[src/rtl/mem_bridge_pkg.sv]
// Shared definitions for the core-side memory bridge: region codes, FSM states,
// the video window tag and the byte-lane helper.
package mem_bridge_pkg;

   localparam logic [1:0] REG_SRAM = 2'd0;
   localparam logic [1:0] REG_VID  = 2'd1;
   localparam logic [1:0] REG_ROM  = 2'd2;

   // cpu_address[19:15] of the B8000-BFFFF text-mode window
   localparam logic [4:0] VID_WINDOW = 5'b10111;

   typedef enum logic {
      ST_BOOT = 1'b0,
      ST_RUN  = 1'b1
   } state_t;

   function automatic logic [1:0] lane_be(input logic byte_sel);
      return byte_sel ? 2'b10 : 2'b01;
   endfunction

endpackage

[src/rtl/mem_decode.sv]
// Combinational address decode: picks SRAM, video or write-protected ROM and
// produces the target strobes. force_sram lets the boot copier bypass protection.
module mem_decode
   import mem_bridge_pkg::*;
#(
   parameter logic [19:0] ROM_BASE = 20'hF0000
) (
   input  logic [19:0] address,
   input  logic        wren,
   input  logic        force_sram,
   output logic [1:0]  region,
   output logic [18:0] sram_addr,
   output logic [1:0]  sram_be,
   output logic        sram_we,
   output logic [14:0] vid_addr,
   output logic        vid_we
);

   always_comb begin
      // NOTE: every output gets a default first so no path can infer a latch.
      region    = REG_SRAM;
      sram_addr = address[19:1];
      sram_be   = lane_be(address[0]);
      vid_addr  = address[14:0];
      sram_we   = 1'b0;
      vid_we    = 1'b0;

      if (force_sram)
         region = REG_SRAM;
      else if (address[19:15] == VID_WINDOW)
         region = REG_VID;
      else if (address >= ROM_BASE)
         region = REG_ROM;

      // ROM-region writes fall through with both strobes low
      sram_we = wren && (region == REG_SRAM);
      vid_we  = wren && (region == REG_VID);
   end

endmodule

[src/rtl/mem_bridge.sv]
// Memory-side responder for the 8-bit core: copies the boot image into SRAM
// while holding the core, then routes core accesses to SRAM or video RAM.
module mem_bridge
   import mem_bridge_pkg::*;
#(
   parameter int          BOOT_AW   = 12,
   parameter int          BOOT_LEN  = 4096,
   parameter logic [19:0] BOOT_BASE = 20'hFF000,
   parameter logic [19:0] ROM_BASE  = 20'hF0000
) (
   input  logic               clock,
   input  logic               reset,
   input  logic [19:0]        cpu_address,
   input  logic [7:0]         cpu_out,
   input  logic               cpu_wren,
   output logic [7:0]         cpu_data,
   output logic               hold,
   output logic [18:0]        sram_addr,
   output logic [15:0]        sram_wdata,
   output logic [1:0]         sram_be,
   output logic               sram_we,
   input  logic [15:0]        sram_rdata,
   output logic [14:0]        vid_addr,
   output logic [7:0]         vid_wdata,
   output logic               vid_we,
   input  logic [7:0]         vid_rdata,
   output logic [BOOT_AW-1:0] boot_addr,
   input  logic [7:0]         boot_data
);

   // one extra bit so cnt can reach BOOT_LEN == 2**BOOT_AW
   localparam int               CNT_W = BOOT_AW + 1;
   localparam logic [CNT_W-1:0] LAST  = CNT_W'(BOOT_LEN);

   state_t           state, state_nxt;
   logic [CNT_W-1:0] cnt, cnt_nxt;
   logic             booting;
   logic [19:0]      boot_byte;
   logic [19:0]      dec_addr;
   logic             dec_wren;
   logic [1:0]       dec_region;
   logic [1:0]       rd_region;
   logic             rd_lane;

   assign booting = (state == ST_BOOT);
   assign hold    = booting;

   // boot ROM data lags its address by a cycle, so byte cnt-1 lands now
   assign boot_byte = BOOT_BASE + 20'(cnt) - 20'd1;
   assign boot_addr = (booting && cnt < LAST) ? cnt[BOOT_AW-1:0] : '0;

   assign dec_addr = booting ? boot_byte : cpu_address;
   assign dec_wren = booting ? (cnt != '0) : cpu_wren;

   mem_decode #(.ROM_BASE(ROM_BASE)) u_decode (
      .address    (dec_addr),
      .wren       (dec_wren),
      .force_sram (booting),
      .region     (dec_region),
      .sram_addr  (sram_addr),
      .sram_be    (sram_be),
      .sram_we    (sram_we),
      .vid_addr   (vid_addr),
      .vid_we     (vid_we)
   );

   assign sram_wdata = booting ? {boot_data, boot_data} : {cpu_out, cpu_out};
   assign vid_wdata  = cpu_out;

   always_ff @(posedge clock or posedge reset) begin
      // NOTE: non-blocking assignments keep every register updating from pre-edge values.
      if (reset) begin
         state <= ST_BOOT;
         cnt   <= '0;
      end else begin
         state <= state_nxt;
         cnt   <= cnt_nxt;
      end
   end

   always_comb begin
      state_nxt = state;
      cnt_nxt   = cnt;
      if (state == ST_BOOT) begin
         cnt_nxt = cnt + CNT_W'(1);
         if (cnt == LAST)
            state_nxt = ST_RUN;
      end
   end

   // select for the read data that returns one cycle after the address
   always_ff @(posedge clock or posedge reset) begin
      if (reset) begin
         rd_region <= REG_SRAM;
         rd_lane   <= 1'b0;
      end else begin
         rd_region <= dec_region;
         rd_lane   <= cpu_address[0];
      end
   end

   always_comb begin
      cpu_data = 8'h00;
      if (!booting) begin
         if (rd_region == REG_VID)
            cpu_data = vid_rdata;
         else
            cpu_data = rd_lane ? sram_rdata[15:8] : sram_rdata[7:0];
      end
   end

endmodule

[config.mk]
export PLATFORM = sky130hd
export DESIGN_NAME = mem_bridge
export DESIGN_NICKNAME = d
export VERILOG_FILES = /design/src/rtl/mem_bridge_pkg.sv /design/src/rtl/mem_decode.sv /design/src/rtl/mem_bridge.sv
export SDC_FILE = /design/constraint.sdc
export NUM_CORES = 1
export LEC_CHECK = 0
export BUFFER_PORTS_ARGS = -buffer_cell sky130_fd_sc_hd__buf_2
export CAP_MARGIN = 15
export CORE_ASPECT_RATIO = 1.5
export CORE_MARGIN = 8
export CORE_UTILIZATION = 43
export DETAILED_ROUTE_END_ITERATION = 8
export PLACE_DENSITY = 0.82
export SLEW_MARGIN = 20
export SYNTH_ARGS = -nofsm -noshare
export SYNTH_HDL_FRONTEND = slang
export SYNTH_SLANG_ARGS = --single-unit
[constraint.sdc]
create_clock -name clock -period 4.4 [get_ports clock]
set_input_delay 0.22 -clock clock [delete_from_list [all_inputs] [get_ports clock]]
set_output_delay 0.22 -clock clock [all_outputs]
set_load 0.01 [all_outputs]
==> impl_metrics.json, run 1 <==
{
  "pwr-share-comb": 0.183,
  "globalplace.congestion": 0.839,
  "synth_edf_count": 0,
  "cts_hold_buffers": 0,
  "dp_worst_setup_slack_ns": 1.88,
  "worst_setup_path_end_kind": "primary output",
  "r2r-end": "cnt[12]",
  "regToRegSetupSlack_ns": 2.58,
  "rsz0062_at_grt": "no",
  "mostFrequentLayoutCell": "buf_2",
  "synth_cell_type_count": 45,
  "synthTopCellsByArea": "dfrtp_1, buf_4, mux2_2",
  "holdWs_ns": 0.0494,
  "pwr-share-clk": 0.345,
  "post_cts_resized": 0,
  "htreeDepth": 1,
  "worst_ep_arrival_time_ns": 2.59,
  "syn_nets": 296,
  "p_leak_uw": 0.00126,
  "busiest_layer": "met2",
  "cts_tree": "yes",
  "drv_slew": 0,
  "cts_buffer_depth": 2,
  "p_int_uw": 255,
  "vias": 2053,
  "drt-total-wl_um": 6240,
  "overflow": 0,
  "cts_made_buffers": 3,
  "reg2regPathDepth": 4,
  "fin_tns_setup_ns": 0,
  "portBuffers": 145,
  "cp_max_fo": 29,
  "finClkSkew_ns": 0.000572,
  "reg2reg_from": "state",
  "fin_crit_ns": 2.81,
  "syn_area_per_cell_um2": 8.08,
  "first_pass_iters": 4,
  "max_freq_mhz": 356,
  "yosysTopAreaCell": "dfrtp_1",
  "required_ns": 4.18,
  "multiInputGateArea_um2": 1070,
  "grtUsageTotal": 0.168,
  "use_met3": 0.0675,
  "syn_inst": 230,
  "n_fill_cell": 415,
  "sw_frac_of_total": 0.239,
  "fp.dieH_um": 96.5,
  "core_um2": 4210,
  "wl_per_cell_um": 16.6,
  "power_density_nw_per_um2": 142,
  "setup_violations": 0,
  "cts_sinks": 17,
  "min_path_type": "input pin to async pin",
  "ant_nets": 0,
  "syn_area_um2": 1860,
  "area_growth_pct": 27.1,
  "synth_top_area_frac": 0.229,
  "grt_pass1_wl_um": 9490,
  "antenna_found_initial": 0,
  "synth_ff_type": "dfrtp_1",
  "detailedRoute.firstIterationViolations": 82,
  "p_seq_frac": 0.472,
  "layout_common_cells": "buf_2, nor2_1, dfrtp_1",
  "vdd_drop_max_mv": 0.119,
  "ys_ff_latch": 17,
  "final_core_util": 0.562,
  "num_antenna_cells": 0,
  "cts_root_buf": "clkbuf_8",
  "async_flop_share": 1.00,
  "vias_per_cell": 5.47,
  "met2_usage": 0.315,
  "yosysSeqAreaShare": 0.229,
  "die_width_um": 69.7,
  "drcViolationCount": 0,
  "p_switching_uw": 80.4,
  "nets": 396,
  "dp.cells": 371,
  "worst_slew_pin_slew_ns": 0.711,
  "finalHoldViolCount": 0,
  "worstSetupPathType": "flop to primary output",
  "clkSlewWorstSetupHoldPaths_ns": 0.06,
  "maxCapViolations": 0,
  "dp_hpwl_um": 5130,
  "grt_use_met1": 0.164,
  "layout_setup_ws_ns": 1.59,
  "run_status": "complete, no violations",
  "grt_pass1_vias": 2112,
  "postCtsSetupRepairBufs": 0,
  "ys.warnings.count": 0,
  "finalCritPeriodShare": 0.638,
  "rows": 29,
  "dieArea_um2": 6730,
  "drive_gt1_frac": 0.495,
  "regArea_um2": 425,
  "start_util": 0.442,
  "fin_cells": 375,
  "cp-start-kind": "flop",
  "ioPinCount": 146,
  "clk_latency_ns": 0.25,
  "grt_max_degree": 30,
  "relSlewSlack": 0.523
}
## cell families after synthesis
| family | count (synthesis) | synth area share |
|---|---|---|
| AO/OA/AOI/OAI | 38 | 0.153 |
| XOR/XNOR | 14 | 0.0660 |
| adder cells (fa/ha/maj) | 3 | 0.0202 |
| buffers and inverters | 59 | 0.194 |
| flip-flops | 17 | 0.229 |
| multiplexers | 17 | 0.0976 |
| AND/OR/NAND/NOR | 82 | 0.240 |
## layer usage
metal  up-vias  part of all wire
li1        978                 -
met1       931              0.38
met2       136              0.49
met3         8              0.11
met4         0             0.017
met5         -                 0
## sequential cells by signal, indices dropped and copies added, names as in the netlist
name / flops
rd_lane: 1
state: 1
rd_region: 2
cnt: 13
## worst max-delay path by stage
stage	startpoint	to	slack, ns	cells after the start
after global placement	state	sram_addr[4]	1.91	5
after detailed placement	state	vid_we	1.88	5
after CTS	state	vid_we	1.60	5
after floorplan	cnt[0]	vid_addr[10]	2.00	7
final	state	vid_we	1.59	5
after global routing	state	vid_we	1.38	4
## critical path, cell delays in order, from the launching register on
cell	delay (ns)
dfrtp_1	0.62
buf_4	0.38
clkinv_1	0.65
o22ai_1	0.43
nor4b_1	0.09
buf_2	0.17
## cell type report
| type | instances | share of cell area |
|---|---|---|
| inverters | 8 | 0.0127 |
| flip-flops and latches | 17 | 0.180 |
| clock buffers | 4 | 0.0191 |
| repair buffers | 146 | 0.310 |
| multi-input cells | 154 | 0.454 |
| well taps | 46 | 0.0244 |
## stage by stage
step / power (µW) / instance area (µm²)
global placement: 222 / 2320
floorplan: 192 / 1860
finish: 336 / 2360
detailed placement: 224 / 2320
global route: 346 / 2360
CTS: 338 / 2360
## synth_stat cells, types with 4 or more instances
master,n
buf_4,31
nor2_1,20
dfrtp_1,17
clkbuf_1,15
nand2_1,11
a211oi_1,9
mux2_2,9
and2_1,8
mux2i_1,8
nor3_1,8
inv_1,7
or4_1,7
xnor2_1,7
xor2_1,7
a2bb2oi_1,5
nand3_1,5
nand4_1,4
o31ai_1,4
## power groups by stage
| stage | clock network (µW) | registers [µW] | logic [µW] |
|---|---|---|---|
| 2_1_floorplan | 0 | 160 | 32.4 |
| 3_3_place_gp | 0 | 161 | 61.0 |
| 3_5_place_dp | 0 | 161 | 62.4 |
| 4_1_cts | 116 | 159 | 62.7 |
| 5_1_grt | 120 | 159 | 67.4 |
| 6_report | 116 | 159 | 61.6 |
No activity file was read; power rests on OpenSTA's default activity.
==> run 2: changes to the inputs <==
--- a/config.mk
+++ b/config.mk
@@ -9,9 +9,9 @@
 export CAP_MARGIN = 15
 export CORE_ASPECT_RATIO = 1.5
 export CORE_MARGIN = 8
-export CORE_UTILIZATION = 43
+export CORE_UTILIZATION = 36
 export DETAILED_ROUTE_END_ITERATION = 8
-export PLACE_DENSITY = 0.82
+export PLACE_DENSITY = 0.73
 export SLEW_MARGIN = 20
 export SYNTH_ARGS = -nofsm -noshare
 export SYNTH_HDL_FRONTEND = slang
==> constraint.sdc (replaced) <==
create_clock -name clock -period 2.4 [get_ports clock]
set_input_delay 0.12 -clock clock [delete_from_list [all_inputs] [get_ports clock]]
set_output_delay 0.12 -clock clock [all_outputs]
set_load 0.01 [all_outputs]
==> run 2 against run 1 <==
Net effect:
- sequential cell count unchanged
- clock skew up 0.0021 ns
- count of clock-buffer cells in the layout unchanged
- core utilization down 6.4 points
- worst setup slack worse by 1.5 ns
- global-route usage down 2.3 points
- sequential power up 83%
- die area up 15%
- final cell count up 8.0%
==> impl_metrics.json, run 2 (synthesized netlist as in run 1, its figures left out) <==
{
  "run_status": "complete, no violations",
  "p_seq_frac": 0.475,
  "clk_latency_ns": 0.25,
  "mostFrequentLayoutCell": "buf_2",
  "cts_root_buf": "clkbuf_8",
  "n_fill_cell": 512,
  "max_freq_mhz": 429,
  "power.total_uw": 612,
  "finalCritPeriodShare": 0.971,
  "crit_buf_inv": 3,
  "finalHoldViolCount": 0,
  "drv_slew": 0,
  "largestRegisters": "cnt: 13 flops, rd_region: 2 flops",
  "setup_violations": 0,
  "power_density_nw_per_um2": 244,
  "rsz0062_at_grt": "no",
  "final_core_util": 0.498,
  "area_growth_pct": 35.0,
  "fin_crit_ns": 2.33,
  "dieArea_um2": 7770,
  "overflow": 0,
  "first_pass_iters": 5,
  "cp-start-kind": "flop",
  "die_width_um": 74.7,
  "fp.dieH_um": 104,
  "pwr-share-comb": 0.185,
  "maxCapViolations": 0,
  "path_cells": "buf_4, or4_4, buf_4, or4_1, nand3_2, buf_2",
  "globalplace.congestion": 0.912,
  "detailedRoute.firstIterationViolations": 74,
  "cts_sinks": 17,
  "cpMostUsedCell": "buf_4",
  "vias": 2073,
  "p_switching_uw": 142,
  "drt-total-wl_um": 6160,
  "drive_gt1_frac": 0.528,
  "rows": 32,
  "worst_slew_pin_slew_ns": 0.645,
  "max_stage_delay_ns": 0.59,
  "nets": 404,
  "core_um2": 5040,
  "antenna_found_initial": 0,
  "start_util": 0.369,
  "cp_max_fo": 8,
  "worst_setup_path_end_kind": "primary output",
  "final_area_um2": 2510,
  "critPathTopFamily": "simple AND/OR/NAND/NOR gates",
  "portBuffers": 145,
  "finClkSkew_ns": 0.00265,
  "cts_made_buffers": 3,
  "cp_slowest_cell": "or4_4",
  "drcViolationCount": 0,
  "clkSlewWorstSetupHoldPaths_ns": 0.06,
  "htreeDepth": 1,
  "wl_per_cell_um": 15.2,
  "placed_cell_area_um2": 2380,
  "dp_hpwl_um": 5150,
  "worstSetupPathType": "flop to primary output",
  "largest_reg_flops": 13,
  "fin_tns_setup_ns": 0,
  "vias_per_cell": 5.12,
  "num_antenna_cells": 0,
  "grt_pass1_vias": 2109,
  "dp_worst_setup_slack_ns": 0.249,
  "p_int_uw": 470,
  "vdd_drop_max_mv": 0.109,
  "cts_buffer_depth": 2,
  "min_path_type": "input pin to flop",
  "largest-register": "cnt",
  "ant_nets": 0,
  "sw_frac_of_total": 0.232,
  "layout_setup_ws_ns": 0.0704,
  "grt_max_degree": 20,
  "worst_ep_arrival_time_ns": 2.21,
  "pwr-share-clk": 0.340,
  "p_leak_uw": 0.00130,
  "grt_pass1_wl_um": 9290,
  "ioPinCount": 146,
  "required_ns": 2.28,
  "layout_common_cells": "buf_2, nor2_1, dfrtp_1",
  "cts_tree": "yes",
  "grtUsageTotal": 0.146,
  "relSlewSlack": 0.569
}
[run 2: worst register-to-register path, cell delays in order (launching register included)]
cell      delay [ns]
dfrtp_1         0.52
buf_4           0.27
nand2b_1        0.26
nor4_1          0.39
xor2_1          0.17
[run 2: cell type report]
cell class | count | area, µm² | area share
clock buffers | 4 | 45.0 | 0.0179
inverters | 8 | 33.8 | 0.0135
multi-input cells | 154 | 1110 | 0.444
flip-flops and latches | 17 | 428 | 0.170
well taps | 68 | 85.1 | 0.0339
repair buffers | 154 | 805 | 0.321
[run 2: final timing paths]
kind	to	slack (ns)	startpoint	cells past startpoint
setup reg to reg	cnt[12]	0.72	state	4
hold reg to reg	cnt[3]	0.57	cnt[3]	1
setup / recovery	sram_addr[4]	0.07	cnt[1]	6
max in group asynchronous	cnt[2]	1.45	reset	3
min in group asynchronous	cnt[0]	0.50	reset	3
hold / removal	rd_region[1]	0.16	cpu_address[18]	3
[run 2: routing by layer]
metal  wire (µm)  vias up  GRT usage  part of all wire
met5           0        -          0                 0
met4          78        0     0.0437             0.013
met3         632       10     0.0376              0.10
met2        3120      126      0.274              0.51
met1        2330      943      0.145              0.38
li1            -      994          -                 -
[run 2: what timing repair did]
item | 4_1_cts | 5_1_grt
gates resized for setup | 1 | 11
setup endpoints to repair | 2 | 12
pin swaps | 0 | 4
hold endpoints to repair | 18 | 0
hold buffers | 2 | 0
cloned | 0 | 0
setup buffers | 0 | 1
[run 2: power groups by stage]
stage          clock network (µW)  logic [µW]  registers (µW)
6_report                      208         113             291
5_1_grt                       229         126             291
4_1_cts                       213         116             291
3_5_place_dp                    0         113             296
3_3_place_gp                    0         110             296
2_1_floorplan                   0        59.4             293
[run 2: through the flow]
step	std cells	hold slack, ns
after floorplan	230	0.0461
after global placement	398	0.241
after detailed placement	398	0.244
after CTS	404	0.164
after global routing	405	0.178
final	405	0.162
